$ cat config.mk
export PLATFORM = sky130hd
export DESIGN_NAME = fp16_skew_feeder
export DESIGN_NICKNAME = d
export VERILOG_FILES = /design/src/rtl/fp16_skew_feeder.sv
export SDC_FILE = /design/constraint.sdc
export NUM_CORES = 1
export LEC_CHECK = 0
export BUFFER_PORTS_ARGS = -buffer_cell sky130_fd_sc_hd__buf_2
export CORE_UTILIZATION = 63
export CTS_CLUSTER_SIZE = 25
export DETAILED_ROUTE_END_ITERATION = 8
export GPL_ROUTABILITY_DRIVEN = 0
export PLACE_DENSITY_LB_ADDON = 0.3
export SETUP_SLACK_MARGIN = 0.2
export SLEW_MARGIN = 5
export SYNTH_ARGS = -nofsm -noshare
export SYNTH_HDL_FRONTEND = slang
export SYNTH_SLANG_ARGS = --single-unit
$ cat constraint.sdc
create_clock -name clk -period 8.3 [get_ports clk]
set_clock_uncertainty 0.1 [all_clocks]
set_input_delay 0.415 -clock clk [delete_from_list [all_inputs] [get_ports clk]]
set_output_delay 0.415 -clock clk [all_outputs]
set_load 0.01 [all_outputs]
$ cat src/rtl/fp16_skew_feeder.sv
// rtl/fp16_skew_feeder.sv - captures a DEPTH x N FP16 tile and replays it with per-lane diagonal skew
// Lane i of the replay lags lane 0 by i beats; each emitted word carries a zero flag for MAC skipping.
module fp16_skew_feeder #(
    parameter int N     = 4,
    parameter int DEPTH = 4
) (
    input  logic              clk,
    input  logic              rst,
    input  logic              in_valid,
    output logic              in_ready,
    input  logic [N*16-1:0]   in_data,
    input  logic              stats_clr,
    output logic [N-1:0]      out_valid,
    output logic [N*16-1:0]   out_data,
    output logic [N-1:0]      out_zero,
    output logic              tile_done,
    output logic              busy,
    output logic [31:0]       zero_count
);
    localparam int BEATS = DEPTH + N - 1;
    localparam int CW    = $clog2(BEATS + 1);

    typedef enum logic [1:0] {IDLE, FILL, DRAIN} state_t;

    state_t                   state;
    logic [CW-1:0]            row_cnt;
    logic [CW-1:0]            t_cnt;
    logic [DEPTH*N*16-1:0]    tile_mem;
    logic [N-1:0]             nxt_valid;
    logic [N*16-1:0]          nxt_data;
    logic [N-1:0]             nxt_zero;
    logic [32:0]              zsum;

    assign in_ready = (state != DRAIN);
    assign busy     = (state != IDLE);

    wire accept = in_valid && in_ready;

    // Tile storage needs no reset: it is always fully rewritten before a drain.
    always_ff @(posedge clk) begin
        if (accept) begin
            for (int i = 0; i < N; i++) begin
                tile_mem[(int'(row_cnt) * N + i) * 16 +: 16] <= in_data[16*i +: 16];
            end
        end
    end

    // Beat t, lane i replays tile row t-i when that row exists.
    always_comb begin
        nxt_valid = '0;
        nxt_data  = '0;
        nxt_zero  = '0;
        for (int i = 0; i < N; i++) begin
            if (int'(t_cnt) >= i && int'(t_cnt) - i < DEPTH) begin
                nxt_valid[i]        = 1'b1;
                nxt_data[16*i +: 16] = tile_mem[((int'(t_cnt) - i) * N + i) * 16 +: 16];
                nxt_zero[i]         = (tile_mem[((int'(t_cnt) - i) * N + i) * 16 +: 15] == 15'd0);
            end
        end
    end

    always_comb begin
        zsum = {1'b0, zero_count};
        for (int i = 0; i < N; i++) begin
            zsum = zsum + 33'(out_zero[i]);
        end
    end

    always_ff @(posedge clk or posedge rst) begin
        if (rst) begin
            state      <= IDLE;
            row_cnt    <= '0;
            t_cnt      <= '0;
            out_valid  <= '0;
            out_data   <= '0;
            out_zero   <= '0;
            tile_done  <= 1'b0;
            zero_count <= '0;
        end else begin
            if (stats_clr) begin
                zero_count <= '0;
            end else if (zsum[32]) begin
                zero_count <= 32'hFFFF_FFFF;
            end else begin
                zero_count <= zsum[31:0];
            end

            case (state)
                IDLE: begin
                    if (accept) begin
                        state   <= (DEPTH == 1) ? DRAIN : FILL;
                        row_cnt <= (DEPTH == 1) ? '0 : CW'(1);
                        t_cnt   <= '0;
                    end
                end
                FILL: begin
                    if (accept) begin
                        if (row_cnt == CW'(DEPTH - 1)) begin
                            state   <= DRAIN;
                            row_cnt <= '0;
                            t_cnt   <= '0;
                        end else begin
                            row_cnt <= row_cnt + CW'(1);
                        end
                    end
                end
                DRAIN: begin
                    // One extra count past the last beat retires the outputs before reopening input.
                    if (t_cnt == CW'(BEATS)) begin
                        state     <= IDLE;
                        t_cnt     <= '0;
                        out_valid <= '0;
                        out_data  <= '0;
                        out_zero  <= '0;
                        tile_done <= 1'b0;
                    end else begin
                        out_valid <= nxt_valid;
                        out_data  <= nxt_data;
                        out_zero  <= nxt_zero;
                        tile_done <= (t_cnt == CW'(BEATS - 1));
                        t_cnt     <= t_cnt + CW'(1);
                    end
                end
                default: state <= IDLE;
            endcase
        end
    end
endmodule
==> metrics.txt, run 1 <==
status complete, no violations; I/O Pins 175; RSZ-0062 raised after global routing no; Setup Buffers After CTS 0; Non-Filler Cell Area, Final 18600 um2; main combinational cell family by area after synthesis simple AND/OR/NAND/NOR gates; layout cells sized above 1 26.8%; GRT Overall Usage 28.1%; Seq/Total Area, Yosys 64.8%; final hold viol count 0; Vert. Die Dim 162 um; Hold WC Path Type input pin to flip-flop; worst hold endpoint tile_mem[215]; fraction of registers with async set/reset 30.6%; Largest stage delay, worst path 0.54 ns; WHS Path Cells 2; die area 26400 um2; total power 5.77 mW; Synth Area in Simple Gates 14.7%; Power Density 311 nW/um2; effective utilization at floorplan 64.3%; Worst Path Class, Setup flip-flop to flip-flop; most frequent cells in the layout edfxtp_1, and2_1, buf_2; max-cap check violation count 0; # fillers 1595; reg2reg end zero_count[0]; worst reg2reg startpoint out_zero[1]; worst relative slew slack 17.8%; Syn Nets 1162; Synth area leaders edfxtp_1, dfrtp_1, and2_1, mux4_2, a22o_1; dominant synthesized flop cell edfxtp_1; Synth Area in XOR/XNOR 1.35%; crit share post-route 40.9%; Synth cell types 52; antenna viol nets, final 0; Core Rows 58; Synth Area in Adders 1.53%; die width 162 um; Starting DRT DRC Count 927; critical-path cell list fa_1, inv_1, fa_1, inv_1, fa_1, and2_1, nand4_4, nor3_4, nand2_4, a21oi_1; Peak VDD IR 0.239 mV; Synth Cell Area 16200 um2; Setup TNS 0 ns; core area 25300 um2; first-pass GRT wire length 55900 um; number of global-route vias before repair 10094; Placed Area 17400 um2; TritonCTS Buffers 38; post-route worst setup slack 4.91 ns; final setup vio count 0; min-delay src in_data[23]; vias 9795; placed wire-length estimate 22100 um; CP max FO 26; clock transition at the registers of the reported paths 0.06 ns; initial antenna violation count 4; Synth Instances 1076; Yosys warnings 0; post-synth top area share 47.4%; Synth Area in Compound Gates 6.12%; global route overflow 0; vias per std cell 6.10; routed length per instance 22.4 um; worst slew pin tran 1.23 ns; CP arrival 3.72 ns; most used cell, CP fa_1; TritonRoute pass-1 iters 5; CTS Sinks 369; Clock Latency Late Sink 0.53 ns; DRC viols 0; commonest non-fill, non-tap cell in the layout edfxtp_1; Slew Limit Fails 0; CP startpoint kind flip-flop; root buffer cell clkbuf_16; CTS tree yes; CP Capture Type flip-flop; r2r worst-path depth 10; nets 1330; FF-to-FF setup slack 4.91 ns; Detailed Route WL 35900 um; Synth Area per Inst 15.1 um2; EDFF count, synth 256; minimum clock period 3.39 ns; multiplexer area fraction after synthesis 9.04%; crit path max-delay cell type fa_1; max frequency 295 MHz; I/O Buffers 174; leading area contributor after synthesis edfxtp_1; CP required 8.63 ns; Lkg Pwr 7.37 nW; post-synthesis register bit count 369; P&R area growth vs syn 14.4%; largest net degree at the start of global routing 78; worst-case clock buffer depth 3; H-tree Lvls 2; pre-CTS setup slack 4.87 ns
==> logic make-up after synthesis <==
group / Yosys count
xor+xnor: 25
buf+inv: 84
compound gates: 125
fa+ha+maj: 18
flops: 369
mux: 64
simple gates: 391
==> worst max-delay path by stage <==
stage                 from            end  slack [ns]  cells after the start
5_1_grt           t_cnt[0]   out_data[33]        4.66                      6
6_report       out_zero[1]  zero_count[0]        4.91                     10
4_1_cts           t_cnt[0]   out_data[33]        4.86                      6
2_1_floorplan     state[0]  tile_mem[100]        2.91                      7
3_3_place_gp      t_cnt[0]   out_data[36]        5.01                      6
3_5_place_dp      t_cnt[0]   out_data[46]        4.87                      6
==> Yosys cell counts, types with 2 or more instances <==
library cell  instances
buf_2                14
xnor2_1              18
o2111ai_1             2
nor3b_1               4
a31oi_1               4
buf_12                2
ha_1                 15
buf_6                 4
a21oi_1              12
a22oi_1               2
nand3_1              11
a22o_1               66
and2_1              210
inv_1                17
buf_1                 3
nand2b_1              4
fa_1                  3
a21o_1                2
nor2b_1               6
nand4b_1              2
dfrtp_1             113
nor4b_1               2
a21oi_2              20
o21ai_0               8
and3_1               54
mux4_2               57
buf_4                 2
nand4_1               7
nor3_1               12
nor2_1               15
xor2_1                7
a211oi_1              3
nor4_1               22
nand2_1              29
clkbuf_1             41
and4_1                6
mux4_1                7
edfxtp_1            256
==> sequential cells by signal, indices dropped and copies added, names as in the netlist <==
| name | cells |
|---|---|
| tile_mem | 256 |
| out_zero | 4 |
| out_data | 64 |
| zero_count | 32 |
| row_cnt | 3 |
| state | 2 |
| out_valid | 4 |
| tile_done | 1 |
| t_cnt | 3 |
==> per-stage QoR <==
stage / instances / utilization (%) / hold slack, ns
after floorplan: 1076 / - / 0.370
after global placement: 1533 / 68.8 / 0.356
after detailed placement: 1533 / 68.8 / 0.361
after CTS: 1604 / 73.5 / 0.0824
after global routing: 1606 / 73.5 / 0.0975
final: 1606 / 73.5 / 0.0970
==> routing by layer <==
metal  up-vias  track usage [%]  wire [um]
li1       4391                -          -
met1      4907             38.2      14700
met2       431             46.8      17800
met3        62             4.30       2550
met4         4             9.22        815
met5         -                0         23
==> where the power goes <==
group | internal, mW | switching [mW]
Sequential | 2.45 | 0.188
Clock | 0.915 | 0.679
Combinational | 0.643 | 0.891
==> worst max-delay path, delay by kind of cell (launching register included) <==
family                   cells  cell delay, ns
adder cells (fa/ha/maj)      3            1.11
buffers and inverters        2            0.13
flip-flops                   1            0.46
AO/OA/AOI/OAI                1            0.24
AND/OR/NAND/NOR              4            1.26
==> what timing repair did <==
action,CTS,global route
setup endpoints to repair,0,0
gates resized for setup,0,0
hold buffers,1,0
endpoints found under the hold margin,36,0
==> cell type report <==
class	instances	area, um2	area share, %
flip-flops and latches	369	10500	56.7
multi-input cells	623	5360	28.9
clock buffers	62	1100	5.93
repair buffers	195	1030	5.56
well taps	330	413	2.22
inverters	17	66.3	0.357
clock inverters	8	65.1	0.351
diodes	2	5.00	0.0270
(Power assumes the default switching activity.)
==> run 2: changes to the inputs <==
- CORE_UTILIZATION: 63 -> 59
- clock period: 8.3 -> 3.3 ns (I/O delays scaled with it)
==> run 2 against run 1 <==
Worst setup slack worse by 4.6 ns; cell count up 5.9%; flip-flop and latch count unchanged; wire length up 1.2%; sequential share of layout area down 2.8 points; hold slack better by 0.040 ns; register-to-register slack worse by 4.6 ns; clock-buffer cell count down 8; critical endpoint is now zero_count[4]; largest cell class unchanged; highest routed layer is now met4.
==> metrics.txt, run 2 (same netlist as run 1, synthesis figures left out) <==
status complete, no violations; final hold viol count 0 (unchanged); Detailed Route WL 36400 um (+1.2%); Lkg Pwr 7.76 nW (+5.4%); worst reg2reg startpoint out_zero[0]; minimum clock period 2.94 ns (-0.448 ns); nets 1416 (+6.5%); Core Rows 60 (+3.4%); crit share post-route 89.2% (+48 points); reg2reg end zero_count[4]; final hold slack 0.137 ns (+0.0404 ns); post-route worst setup slack 0.356 ns (-4.55 ns); Slew Limit Fails 0 (unchanged); core area 27000 um2 (+6.7%); Starting DRT DRC Count 722 (-22%); clock share of power 27.9% (+0.3 points); CTS tree yes; CP max FO 26 (unchanged); max frequency 340 MHz (+15%); P&R area growth vs syn 20.3%; effective utilization at floorplan 60.2% (-4.0 points); initial antenna violation count 0 (-4); DRC viols 0 (unchanged); layout cells sized above 1 27.2% (+0.39 points); min-delay src stats_clr; routed length per instance 21.4 um (-4.4%); placed wire-length estimate 22500 um (+2.2%); Largest register FFs 256 (unchanged); clock transition at the registers of the reported paths 0.06 ns (about the same); pre-CTS setup slack 0.193 ns (-4.68 ns); sequential share of power 44.4% (-1.4 points); H-tree Lvls 2 (unchanged); worst-case clock buffer depth 3 (unchanged); Antenna Cells 0 (-2); final setup vio count 0 (unchanged); worst hold endpoint zero_count[1]; worst slew pin tran 0.903 ns (-0.325 ns); Post-Layout Cell Count 1700 (+5.9%); Psw 4.42 mW (+150%); WHS Path Cells 2 (unchanged); Biggest register tile_mem; # fillers 1736 (+8.8%); switching share of power 29.9% (-0.61 points); CTS Sinks 369 (unchanged); largest net degree at the start of global routing 52 (-33%); number of global-route vias before repair 10323 (+2.3%); top flop regs tile_mem x256, out_data x64, zero_count x32; I/O Buffers 174 (unchanged); Hold WC Path Type input pin to flip-flop; Peak VDD IR 0.470 mV (+96%); most frequent cells in the layout edfxtp_1, and2_1, buf_2; GRT Overall Usage 26.5% (-1.6 points); max-cap check violation count 0 (unchanged); fin util 72.5% (-1.0 points); vias per std cell 5.96 (-2.3%); CP arrival 3.27 ns (-0.45 ns); Vert. Die Dim 168 um (+3.3%); antenna viol nets, final 0 (unchanged); Worst Path Class, Setup flip-flop to flip-flop; RSZ-0062 raised after global routing yes; I/O Pins 175 (unchanged); die width 168 um (+3.3%); commonest non-fill, non-tap cell in the layout edfxtp_1; logic gate share of total power 27.7% (+1.1 points); placed insts 1561 (+1.8%); global route overflow 0 (unchanged); TritonCTS Buffers 38 (unchanged); CP required 3.63 ns (-5.00 ns); first-pass GRT wire length 56900 um (+1.9%); die area 28200 um2 (+6.7%); r2r worst-path depth 11 (+1); Power Density 758 nW/um2 (+140%); Pint 10.4 mW (+160%); total power 14.8 mW (+160%); CP startpoint kind flip-flop; vias 10125 (+3.4%); TritonRoute pass-1 iters 5 (unchanged); worst relative slew slack 39.7% (+22 points); CP Capture Type flip-flop; FF-to-FF setup slack 0.36 ns (-4.55 ns); root buffer cell clkbuf_16; Clock Latency Late Sink 0.52 ns (about the same)
[run 2: critical path, cell delays in order (launching register included)]
cell and delay [ns]:
dfrtp_1 0.42, fa_1 0.54, inv_1 0.05, fa_1 0.39, inv_1 0.08, fa_1 0.20, and2_4 0.19, nand4_4 0.17
nor3_4 0.19, buf_4 0.17, nand2_8 0.16, a21oi_1 0.19
[run 2: final cells by class]
type | instances | area (um2) | share of cell area [%]
clock inverters | 15 | 100 | 0.513
clock buffers | 54 | 1110 | 5.71
flip-flops and latches | 369 | 10500 | 53.9
multi-input cells | 623 | 5400 | 27.6
repair buffers | 281 | 1900 | 9.74
inverters | 17 | 67.6 | 0.346
well taps | 341 | 427 | 2.18
[run 2: power groups by stage]
stage                     clock [mW]  combinational [mW]  sequential [mW]
after global routing            4.38                4.43             6.66
after global placement             0                3.95             6.61
after detailed placement           0                4.05             6.66
final                           4.13                4.09             6.58
after CTS                       4.19                4.12             6.58
after floorplan                    0                2.55             6.65
[run 2: how the worst max path moves through the flow]
| stage | startpoint | to | slack (ns) | cells past startpoint |
|---|---|---|---|---|
| 2_1_floorplan | state[0] | tile_mem[100] | -0.42 | 7 |
| 3_3_place_gp | out_zero[0] | zero_count[0] | 0.26 | 10 |
| 3_5_place_dp | out_zero[0] | zero_count[0] | 0.19 | 10 |
| 4_1_cts | out_zero[0] | zero_count[0] | 0.22 | 11 |
| 5_1_grt | out_zero[0] | zero_count[31] | 0.20 | 8 |
| 6_report | out_zero[0] | zero_count[4] | 0.36 | 11 |
[run 2: repair_timing]
action,in CTS,in global routing
hold buffers,66,0
setup endpoints to repair,5,31
endpoints found under the hold margin,297,0
pin swaps,1,1
setup buffers,1,3
gates resized for setup,1,5
[run 2: layer usage]
metal  part of all wire (%)  track usage (%)
met5                      0                0
met4                    2.4             8.54
met3                    5.3             3.50
met2                     51             45.5
met1                     41             35.4
[run 2: stage by stage]
| stage | setup TNS [ns] | area, um2 |
|---|---|---|
| final | 0 | 19500 |
| after global routing | 0 | 19500 |
| after CTS | 0 | 19500 |
| after detailed placement | 0 | 17600 |
| after global placement | 0 | 17600 |
| after floorplan | -43.68 | 16200 |
